`src/rtl/uart_pkg.sv`:
```
// -----------------------------------------------------------------------------
// uart_pkg
//   Definitions shared by the UART receive and transmit sides:
//     - rx_state_t          : receive FSM state encoding
//     - calc_clks_per_bit() : system clocks per line bit (integer division)
//     - calc_half_bit()     : clocks from a start edge to mid-bit
// -----------------------------------------------------------------------------
package uart_pkg;

    // Receive FSM states. Explicit encoding keeps the values stable in
    // waveforms and across both halves of the UART.
    typedef enum logic [2:0] {
        RX_IDLE      = 3'd0,
        RX_START     = 3'd1,
        RX_DATA      = 3'd2,
        RX_STOP      = 3'd3,
        RX_WAIT_IDLE = 3'd4
    } rx_state_t;

    // Clocks per line bit. Truncating division: the residual baud error is
    // absorbed by mid-bit sampling.
    function automatic int calc_clks_per_bit(input int clk_freq, input int baud_rate);
        return clk_freq / baud_rate;
    endfunction

    // Distance from the detected start edge to the centre of the start bit.
    function automatic int calc_half_bit(input int clks_per_bit);
        return clks_per_bit / 2;
    endfunction

endpackage : uart_pkg

```
`src/rtl/uart_sync.sv`:
```
// -----------------------------------------------------------------------------
// uart_sync
//   Two-flop synchronizer for a single asynchronous input.
//   Ports:
//     clk    : system clock, rising edge
//     reset  : synchronous, active-high; both flops load RESET_VALUE
//     d      : asynchronous input
//     q      : synchronized output, two clocks behind d
//   Parameter RESET_VALUE sets the flop value during reset (1 for an idle-high
//   UART line, so reset release never looks like a start edge).
// -----------------------------------------------------------------------------
module uart_sync #(
    parameter logic RESET_VALUE = 1'b1
) (
    input  logic clk,
    input  logic reset,
    input  logic d,
    output logic q
);

    logic meta;

    // NOTE: non-blocking assignments make meta and q sample together on the
    // edge, forming two real flops; blocking here would collapse them into one.
    always_ff @(posedge clk) begin
        if (reset) begin
            meta <= RESET_VALUE;
            q    <= RESET_VALUE;
        end else begin
            meta <= d;
            q    <= meta;
        end
    end

endmodule : uart_sync

```
`src/rtl/uart_rx.sv`:
```
// -----------------------------------------------------------------------------
// uart_rx
//   UART receiver: 1 start bit, DATA_BITS data bits (LSB first), STOP_BITS
//   stop bits, no parity. The line is synchronized, the start bit is
//   re-checked at mid-bit to reject glitches, and every following bit is
//   sampled at CLKS_PER_BIT spacing from that mid-start point.
//
//   Ports:
//     clk        : system clock, rising edge
//     reset      : synchronous, active-high
//     rx         : asynchronous serial line, idle high
//     rx_data    : payload of the last accepted frame (stable while rx_valid)
//     rx_valid   : rx_data holds a frame not yet consumed
//     rx_ready   : consumer takes rx_data in a cycle where rx_valid is high
//     busy       : receive FSM is not idle
//     frame_err  : one-cycle pulse when a stop bit is sampled low
//     overrun    : one-cycle pulse when a good frame is dropped because the
//                  output register is still occupied
//
//   The receive FSM never waits on rx_ready; the handshake only governs the
//   output register.
// -----------------------------------------------------------------------------
module uart_rx
    import uart_pkg::*;
#(
    parameter int CLK_FREQ  = 100000000,
    parameter int BAUD_RATE = 115200,
    parameter int DATA_BITS = 8,
    parameter int STOP_BITS = 1
) (
    input  logic                 clk,
    input  logic                 reset,
    input  logic                 rx,
    output logic [DATA_BITS-1:0] rx_data,
    output logic                 rx_valid,
    input  logic                 rx_ready,
    output logic                 busy,
    output logic                 frame_err,
    output logic                 overrun
);

    localparam int CLKS_PER_BIT = calc_clks_per_bit(CLK_FREQ, BAUD_RATE);
    localparam int HALF_BIT     = calc_half_bit(CLKS_PER_BIT);
    localparam int CLK_W        = $clog2(CLKS_PER_BIT) + 1;
    localparam int BIT_W        = $clog2(DATA_BITS + STOP_BITS) + 1;

    // Terminal counts, pre-sized to the counters they are compared against.
    localparam logic [CLK_W-1:0] LAST_CLK  = CLK_W'(CLKS_PER_BIT - 1);
    localparam logic [CLK_W-1:0] HALF_LAST = CLK_W'(HALF_BIT - 1);
    localparam logic [BIT_W-1:0] LAST_DATA = BIT_W'(DATA_BITS - 1);
    localparam logic [BIT_W-1:0] LAST_STOP = BIT_W'(STOP_BITS - 1);

    logic                 rx_sync;
    rx_state_t            state;
    logic [CLK_W-1:0]     clk_cnt;
    logic [BIT_W-1:0]     bit_cnt;
    logic [DATA_BITS-1:0] shift_reg;
    logic                 stop_ok;     // AND of stop samples taken so far

    // Line synchronizer; resets high so reset release is not a start edge.
    uart_sync #(
        .RESET_VALUE (1'b1)
    ) u_sync (
        .clk   (clk),
        .reset (reset),
        .d     (rx),
        .q     (rx_sync)
    );

    // Pure decode of the state register, so it tracks the FSM exactly.
    assign busy = (state != RX_IDLE);

    always_ff @(posedge clk) begin
        if (reset) begin
            // NOTE: the payload registers are reset too: rx_data is a visible
            // output and must read 0 after reset, not leftover frame bits.
            state     <= RX_IDLE;
            clk_cnt   <= '0;
            bit_cnt   <= '0;
            shift_reg <= '0;
            stop_ok   <= 1'b1;
            rx_data   <= '0;
            rx_valid  <= 1'b0;
            frame_err <= 1'b0;
            overrun   <= 1'b0;
        end else begin
            // Status pulses last a single cycle unless re-asserted below.
            frame_err <= 1'b0;
            overrun   <= 1'b0;

            // Consumer handshake. A frame loaded further down in this same
            // cycle overrides this clear (last assignment wins).
            if (rx_valid && rx_ready) begin
                rx_valid <= 1'b0;
            end

            case (state)
                RX_IDLE: begin
                    if (!rx_sync) begin
                        state   <= RX_START;
                        clk_cnt <= '0;
                    end
                end

                // Re-check the line at mid start bit; a high sample means the
                // falling edge was a glitch and is dropped without any pulse.
                RX_START: begin
                    if (clk_cnt == HALF_LAST) begin
                        clk_cnt <= '0;
                        bit_cnt <= '0;
                        state   <= rx_sync ? RX_IDLE : RX_DATA;
                    end else begin
                        clk_cnt <= clk_cnt + 1'b1;
                    end
                end

                // One sample per bit period; shifting in from the top leaves
                // the first received bit in the LSB.
                RX_DATA: begin
                    if (clk_cnt == LAST_CLK) begin
                        clk_cnt   <= '0;
                        shift_reg <= {rx_sync, shift_reg[DATA_BITS-1:1]};
                        if (bit_cnt == LAST_DATA) begin
                            bit_cnt <= '0;
                            stop_ok <= 1'b1;
                            state   <= RX_STOP;
                        end else begin
                            bit_cnt <= bit_cnt + 1'b1;
                        end
                    end else begin
                        clk_cnt <= clk_cnt + 1'b1;
                    end
                end

                RX_STOP: begin
                    if (clk_cnt == LAST_CLK) begin
                        clk_cnt <= '0;
                        if (bit_cnt == LAST_STOP) begin
                            bit_cnt <= '0;
                            if (stop_ok && rx_sync) begin
                                state <= RX_IDLE;
                                if (!rx_valid || rx_ready) begin
                                    rx_data  <= shift_reg;
                                    rx_valid <= 1'b1;
                                end else begin
                                    // Occupied output: keep the old frame.
                                    overrun <= 1'b1;
                                end
                            end else begin
                                frame_err <= 1'b1;
                                state     <= RX_WAIT_IDLE;
                            end
                        end else begin
                            stop_ok <= stop_ok & rx_sync;
                            bit_cnt <= bit_cnt + 1'b1;
                        end
                    end else begin
                        clk_cnt <= clk_cnt + 1'b1;
                    end
                end

                // After a framing error the line may be in break or stuck
                // low; only a return to high re-arms start detection.
                RX_WAIT_IDLE: begin
                    if (rx_sync) begin
                        state <= RX_IDLE;
                    end
                end

                default: begin
                    state <= RX_IDLE;
                end
            endcase
        end
    end

endmodule : uart_rx

```
`config.mk`:
```
export PLATFORM = sky130hd
export DESIGN_NAME = uart_rx
export DESIGN_NICKNAME = d
export VERILOG_FILES = /design/src/rtl/uart_pkg.sv /design/src/rtl/uart_sync.sv /design/src/rtl/uart_rx.sv
export SDC_FILE = /design/constraint.sdc
export NUM_CORES = 1
export LEC_CHECK = 0
export ABC_CLOCK_PERIOD_IN_PS = 2800
export BUFFER_PORTS_ARGS = -buffer_cell sky130_fd_sc_hd__buf_2
export CAP_MARGIN = 20
export CORE_ASPECT_RATIO = 1.75
export CORE_MARGIN = 2
export CORE_UTILIZATION = 55
export DETAILED_ROUTE_END_ITERATION = 16
export PLACE_DENSITY_LB_ADDON = 0.12
export SYNTH_ARGS = -nofsm -noshare
export SYNTH_HDL_FRONTEND = slang
export SYNTH_HIERARCHICAL = 1
export SYNTH_SLANG_ARGS = --single-unit
```
`constraint.sdc`:
```
create_clock -name clk -period 2.8 [get_ports clk]
set_input_delay 0.14 -clock clk [delete_from_list [all_inputs] [get_ports clk]]
set_output_delay 0.14 -clock clk [all_outputs]
set_load 0.03 [all_outputs]
```
**After elaboration in Yosys (flattened, before gate mapping)**

Cells that the tools add are included.
W data, S select, Z words.

- Multiply operators: 0
- $lt $le $gt $ge: 0
- Reduce and logical (&&, ||, !) cells: 19
- Div/mod/pow operators: 0
- Add/subtract/negate cells: 2
- Eq/ne operators: 15
- Muxes and demuxes: 33
- Bitwise logic cells: 5
- Shifts and indexed selects: 0

Operators by type and width:

| cell | count |
|---|---|
| $mux W11 | 3 |
| $pmux W11 S3 | 1 |
| $mux W5 | 5 |
| $mux W3 | 8 |
| $pmux W3 S5 | 1 |
| $pmux W5 S3 | 1 |
| $ne A2 B2 Y1 const B | 7 |
| $mux W1 | 12 |
| $add A11 B1 Y11 const B | 1 |
| $eq A11 B10 Y1 const B | 1 |
| $eq A11 B9 Y1 const B | 1 |
| $reduce_and A5 Y1 | 2 |
| $reduce_bool A3 Y1 | 3 |
| $reduce_and A7 Y1 | 1 |
| $eq A3 B2 Y1 const B | 2 |
| $add A5 B1 Y5 const B | 1 |
| $eq A5 B3 Y1 const B | 1 |
| $logic_not A5 Y1 | 1 |
| $reduce_or A5 Y1 | 1 |
| $not A1 Y1 | 4 |
| $reduce_and A2 Y1 | 2 |
| $reduce_and A4 Y1 | 1 |
| $reduce_or A4 Y1 | 1 |
| $eq A3 B1 Y1 const B | 1 |
| 11 further kinds | 12 |

- Bits in latches: 0
- ROM bits: 0
- Input port bits: 4
- Memory bits (writable): 0
- Register bits after elaboration: 41
- Memories kept: 0

**Logic depth before layout (Yosys ltp)**

Gate-level depths: netlist (run 1).

- Word-level depth: 7
- Mapped depth: 8

**Modules after synthesis**

Netlist (run 1), hierarchy kept.

Modules (own cells, without submodules):

| module | cells each | area each (um^2) | times used |
|---|---|---|---|
| uart_rx | 225 | 1958.1 | 1 |
| uart_sync | 4 | 52.6 | 1 |

**Least setup slack after synthesis (run 1)**

No wires, ideal clock.

- Kind: reg-to-reg
- From: reg bit_cnt[0]
- To: reg rx_data[0]
- Setup slack: 0.898 ns
- Stages on the path, launching flop included: 8
- Required time: 2.672 ns
- Arrival time: 1.774 ns
- Clock period less this slack: 1.902 ns
- Library setup time: 0.128 ns
- Path through: dfxtp_1 > inv_1 > ha_1 > or4b_1 > nor4_1 > nand3_1 > mux2i_1 > nor2_1

- Word-level cells in the longest chain between the ends: 2

Ends and longest elaborated chain:

| item | line | text |
|---|---|---|
| from (decl) | uart_rx.sv:56 | `logic [BIT_W-1:0] bit_cnt;` |
| from (signal assigned) | uart_rx.sv:128 | `bit_cnt <= bit_cnt + 1'b1;` |
| from (signal assigned) | uart_rx.sv:155 | `bit_cnt <= bit_cnt + 1'b1;` |
| $logic_not A5 Y1 | uart_rx.sv:138 | `if (bit_cnt == LAST_STOP) begin` |
| $reduce_and A5 Y1 (no source line) | n/a |  |
| to (signal assigned) | uart_rx.sv:143 | `rx_data <= shift_reg;` |
| to (decl) | uart_rx.sv:34 | `output logic [DATA_BITS-1:0] rx_data,` |

No other way between the ends.
A chain may end at the register's enable or synchronous reset.

**Final worst setup path (run 1)**

- From: reg bit_cnt[0]
- To: reg rx_data[4]

Same word-level chain as after synthesis.

==> summary.txt, run 1 <==
STA
  • Slew Limit Fails: 0
  • RSZ-0062 raised after global routing: no
  • Hold slack: 0.0165 ns
  • Final Hold Vio Count: 0
  • Peak Freq: 0.456 GHz
  • Fin crit period: 2.19 ns
  • Clk_skew: 0.00350 ns
  • Post-route setup TNS: 0 ns
  • Crit share post-route: 78.3%
  • Slew @ Worst Pin: 0.530 ns
  • Relative slew slack: 64.5%
  • Final setup violation count: 0

Clocking
  • CTS buffer count: 5
  • # H-tree levels: 2
  • Clock sink total: 41
  • Clock Tree Root: clkbuf_8
  • Clk_lat worst skew: 0.29 ns
  • Clock Path Buffers: 2
  • CTS resizes: 0
  • Clock Pin Slew Worst Setup and Hold Paths: 0.08 ns
  • TritonCTS clock tree: built
  • CTS hold repair buffers: 0
  • Post-CTS Setup Inserts: 0

Global routing
  • Global-route wire length before repair: 7.39 mm
  • Largest net degree at the start of global routing: 26
  • Grt ovf: 0
  • Initial antenna violation count: 0
  • Vias in the first global route: 1621
  • GRT Overall Usage: 22.4%

Worst setup path
  • CP startpoint kind: flip-flop
  • Worst Reg2Reg Path Length in Cells: 7
  • Worst Path Max Fanout: 8
  • Worst Setup End Kind: flip-flop
  • Crit path required time: 2.98 ns
  • Worst Setup Path Type: reg -> reg
  • CP arrival: 2.38 ns

Floorplanning
  • # IOs: 16
  • DIE AREA: 4170 um2
  • Die Wd: 49.7 um
  • Initial core utilization: 56.5%
  • Std-Cell Rows: 29
  • DIE HEIGHT: 84.0 um
  • Core area: 3560 um2

Run
  • Max-cap violations: 0

Logic synthesis
  • Seq cells post-synth: 41
  • Post-synth net total: 237
  • YS warnings: 6
  • Async set-reset flop share out of synthesis: 0%
  • Top-count cell post-synth: dfxtp_1
  • Synth area leaders: dfxtp_1, mux2i_1, nor2_1
  • Post-synth EDFFs: 0
  • Netlist cell types: 46
  • Cell taking the most area after synthesis: dfxtp_1
  • Share of the synthesized area in the top cell type: 40.8%
  • Top post-synthesis cells by count: dfxtp_1, nor2_1, mux2i_1
  • Register area share after synthesis: 40.8%
  • Ys flop type: dfxtp_1
  • Mapped Cells: 229
  • Syn_area_per_cell: 8.78 um2
  • Mapped Area: 2010 um2

Finish
  • Reg area: 821 um2
  • Max reg flops: 11
  • Share of post-route cells with drive strength above 1: 14.7%
  • Area of the multi-input gates: 1120 um2
  • Area delta synth->final: 11.7%
  • # diodes: 0
  • Filler Cells Inserted: 341
  • Final #Nets: 252

Drt
  • # DRC: 0
  • Total wire length: 4.16 mm
  • Drt via density: 5.80
  • Pre-antenna DRT Iters: 4
  • ANT nets after route: 0
  • Per-cell routed wire length: 14.3 um
  • DRT iter0 DRCs: 23
  • Vias: 1687

Place
  • Final HPWL DP: 3.10 mm
  • Routability congestion estimate from global placement: 0.798
  • # port buffers: 15

Min path
  • Worst hold stages: 2
  • Worst min path class: in -> reg

Outcome
  • Status: completed

Pwr
  • Pwr/cell area: 619 nW/um2
  • Leak: 0.000885 uW
  • VDD IR max: 506 uV
metal layers:
metal / GRT usage [%] / share of wire [%]
met5: 0 / 0
met4: 10.4 / 1.4
met3: 3.94 / 2.4
met2: 42.5 / 57
met1: 22.6 / 39
worst max-delay path: stages (launching register included):
cell and delay [ns]:
dfxtp_1 0.35, inv_1 0.08, ha_1 0.18, or4b_1 0.50
nor4_1 0.19, nand3_1 0.43, mux2i_1 0.29, nor2_1 0.06
final cells by class:
type / count / area share [%]
inverter: 7 / 1.17
timing repair buffer: 18 / 4.35
clock inverter: 2 / 1.67
clock buffer: 6 / 3.68
sequential: 41 / 36.5
tap: 46 / 2.56
multi-input combinational: 171 / 50.0
logic make-up (layout without fill, tap and decap cells):
group,Yosys count,in the layout,share of synthesized area [%]
flip-flops,41,41,40.8
multiplexers,19,19,9.58
adder cells (fa/ha/maj),4,4,2.49
buffers and inverters,17,33,3.30
AO/OA/AOI/OAI,43,43,14.4
AND/OR/NAND/NOR,105,105,29.4
placed cells by master, fill, tap and decap left out, types with 2 or more instances in the layout:
cell,instances
nor3_1,12
dfxtp_1,41
a22o_1,4
nor2_1,30
clkbuf_8,6
a21o_1,3
and3_1,3
or2_1,2
or3_1,3
buf_4,3
inv_1,7
nand3b_1,3
a31oi_1,3
o21ai_1,2
a21oi_1,13
o21ai_0,7
buf_2,15
nand4b_1,2
a211oi_1,2
nand2_1,14
ha_1,4
mux2i_1,17
mux2_2,2
nor4_4,2
nand3_1,10
nor2b_1,4
nand2b_1,9
where the power goes:
group          internal, uW  switching [uW]
Clock                   290             203
Sequential              600            37.8
Combinational           103             156
Total                   993             398
metrics by stage:
step / util [%] / cells / power (uW) / setup WS, ns / cell area (um2)
after floorplan: - / 229 / 838 / 0.898 / 2010
after global placement: 59.8 / 283 / 903 / 0.684 / 2130
after detailed placement: 59.8 / 283 / 907 / 0.642 / 2130
after CTS: 63.2 / 291 / 1400 / 0.582 / 2250
after global routing: 63.2 / 291 / 1450 / 0.469 / 2250
final: 63.2 / 291 / 1390 / 0.608 / 2250
final timing paths:
| kind | startpoint | to | slack, ns |
|---|---|---|---|
| max | bit_cnt[0] | rx_data[4] | 0.61 |
| min reg2reg | u_sync/meta | u_sync/q | 0.41 |
| min | rx | u_sync/meta | 0.02 |
| max reg2reg | bit_cnt[0] | rx_data[4] | 0.61 |
No activity file was read; power rests on OpenSTA's default activity.
==> run 2: changes to the inputs <==
--- a/config.mk
+++ b/config.mk
@@ -5,12 +5,12 @@
 export SDC_FILE = /design/constraint.sdc
 export NUM_CORES = 1
 export LEC_CHECK = 0
-export ABC_CLOCK_PERIOD_IN_PS = 2800
+export ABC_CLOCK_PERIOD_IN_PS = 1800
 export BUFFER_PORTS_ARGS = -buffer_cell sky130_fd_sc_hd__buf_2
 export CAP_MARGIN = 20
 export CORE_ASPECT_RATIO = 1.75
 export CORE_MARGIN = 2
-export CORE_UTILIZATION = 55
+export CORE_UTILIZATION = 53
 export DETAILED_ROUTE_END_ITERATION = 16
 export PLACE_DENSITY_LB_ADDON = 0.12
 export SYNTH_ARGS = -nofsm -noshare
==> constraint.sdc (replaced) <==
create_clock -name clk -period 1.8 [get_ports clk]
set_input_delay 0.09 -clock clk [delete_from_list [all_inputs] [get_ports clk]]
set_output_delay 0.09 -clock clk [all_outputs]
set_load 0.03 [all_outputs]
==> run 2 against run 1 <==
The run now ends with setup timing left. Critical path depth up 1. Fmax up 14%. Routed wire length up 18%. Sequential share of layout area down 6.2 points. Count of clock-buffer cells in the layout down 1. Clock skew up 0.0077 ns. Critical endpoint is now state[0]. Largest cell class unchanged. Highest routed layer unchanged.
==> summary.txt, run 2 (synthesis results as in run 1) <==
Pwr
  • Int Power: 1530 uW
  • VDD IR max: 798 uV
  • Pwr/cell area: 843 nW/um2
  • Sw power: 765 uW
  • Comb pwr share: 28.8%
  • Seq pwr share: 42.0%
  • Clock Power Share: 29.3%
  • Switching fraction of total power: 33.3%
  • Leak: 0.00110 uW

Finish
  • Commonest non-fill, non-tap cell in the layout: buf_4
  • Filler Cells Inserted: 270
  • Final Instance Area: 2730 um2
  • Final #Nets: 293
  • Area delta synth->final: 35.6%
  • Core Util, Final: 75.1%
  • # diodes: 0
  • Max reg flops: 11
  • Share of post-route cells with drive strength above 1: 36.7%
  • Most frequent cells in the layout: buf_4, dfxtp_1, nor2_1

STA
  • Relative slew slack: 62.2%
  • Final setup violation count: 13
  • Crit share post-route: 107%
  • Clk_skew: 0.0112 ns
  • Post-route setup slack: -0.127 ns
  • Slew @ Worst Pin: 0.564 ns
  • Fin crit period: 1.93 ns
  • RSZ-0062 raised after global routing: yes
  • Slew Limit Fails: 0
  • Peak Freq: 0.519 GHz
  • Final Hold Vio Count: 0

Floorplanning
  • Die Wd: 50.6 um
  • DIE AREA: 4320 um2
  • DIE HEIGHT: 85.5 um
  • Core area: 3630 um2
  • # IOs: 16
  • Std-Cell Rows: 29
  • Initial core utilization: 55.4%

Clocking
  • Clk_lat worst skew: 0.31 ns
  • Clock Tree Root: clkbuf_8
  • # H-tree levels: 2
  • CTS buffer count: 5
  • TritonCTS clock tree: built
  • Clock Path Buffers: 2
  • Clock sink total: 41
  • Clock Pin Slew Worst Setup and Hold Paths: 0.09 ns

Worst setup path
  • Reg2reg setup slack: -0.13 ns
  • Largest stage delay on the critical path: 0.35 ns
  • Worst Setup Path Type: reg -> reg
  • Delay-heaviest family, CP: simple AND/OR/NAND/NOR gates
  • CP arrival: 2.12 ns
  • Crit path required time: 2.00 ns
  • Worst path cell trace: inv_2, ha_4, nand4b_1, nor4_4, buf_4, nor2_4, nor3_4, mux2_4
  • Worst Path Max Fanout: 3
  • Critical path's slowest cell: nor4_4
  • CP startpoint kind: flip-flop
  • Worst path bufs/invs: 2
  • Worst Setup End Kind: flip-flop

Global routing
  • Initial antenna violation count: 0
  • Vias in the first global route: 1800
  • Global-route wire length before repair: 7.74 mm
  • Largest net degree at the start of global routing: 33
  • GRT Overall Usage: 23.5%
  • Grt ovf: 0

Drt
  • Pre-antenna DRT Iters: 4
  • Per-cell routed wire length: 14.8 um
  • Drt via density: 5.67
  • Total wire length: 4.93 mm
  • Vias: 1883
  • DRT iter0 DRCs: 24
  • # DRC: 0
  • ANT nets after route: 0

Place
  • # port buffers: 15
  • Post-Place Cell Area: 2420 um2
  • Routability congestion estimate from global placement: 0.844
  • Pre-CTS setup slack: -0.145 ns
  • Final HPWL DP: 3.47 mm

Outcome
  • Failing checks: setup timing
  • Status: complete, but fails checks

Min path
  • Worst min path class: in -> reg

Run
  • Max-cap violations: 0
[run 2: cell count changes in the layout (fill, tap and decap cells not counted), sizes merged]
| cell | previous run | this run |
|---|---|---|
| buf | 18 | 58 |
| bufinv | 1 | 0 |
| clkbuf | 6 | 5 |
| clkinvlp | 1 | 0 |
| dlygate4sd3 | 0 | 1 |
| inv | 7 | 10 |
[run 2: final timing paths]
| kind | start | endpoint | cells past startpoint |
|---|---|---|---|
| hold / removal | reset | rx_valid | 2 |
| setup reg to reg | clk_cnt[1] | state[0] | 8 |
| setup / recovery | clk_cnt[1] | state[0] | 8 |
| hold reg to reg | u_sync/meta | u_sync/q | 1 |
[run 2: layer usage]
layer / vias to the layer above / routed length (um) / track usage, %
li1: 936 / - / -
met4: 0 / 134 / 11.1
met1: 885 / 1960 / 23.8
met3: 14 / 146 / 4.05
met2: 48 / 2680 / 44.7
met5: - / 0 / 0
[run 2: worst register-to-register path: cells and delay by family, from the launching register on]
family | cells | cell delay [ns]
flip-flops | 1 | 0.34
adder cells (fa/ha/maj) | 1 | 0.11
multiplexers | 1 | 0.33
AND/OR/NAND/NOR | 4 | 0.81
buffers and inverters | 2 | 0.24
[run 2: area by class of cell]
| cell class | count | area (um2) | area share (%) |
|---|---|---|---|
| multi-input combinational | 171 | 1270 | 46.7 |
| sequential | 41 | 828 | 30.4 |
| timing repair buffer | 59 | 444 | 16.3 |
| clock buffer | 5 | 68.8 | 2.52 |
| tap | 46 | 57.6 | 2.11 |
| clock inverter | 3 | 28.8 | 1.06 |
| inverter | 7 | 26.3 | 0.964 |
[run 2: timing repair]
item,CTS,global route
setup endpoints to repair,30,39
hold endpoints to repair,1,0
gates resized for setup,10,31
cloned,0,0
buffers inserted,2,3
hold buffers,1,0
pin swaps,6,6
[run 2: power groups by stage]
stage	registers (uW)	logic [uW]	clock network, uW
6_report	965	661	673
5_1_grt	969	712	717
4_1_cts	955	585	688
3_5_place_dp	976	569	0
3_3_place_gp	975	560	0
2_1_floorplan	980	331	0
[run 2: stage by stage]
step	hold slack, ns	setup TNS [ns]	cells	power [uW]
3_3_place_gp	0.275	-0.591	318	1530
6_report	0.0850	-0.883	332	2300
2_1_floorplan	0.187	-0.109	229	1310
3_5_place_dp	0.272	-1.17	318	1550
4_1_cts	0.0663	-0.978	329	2230
5_1_grt	0.0926	-2.87	332	2400
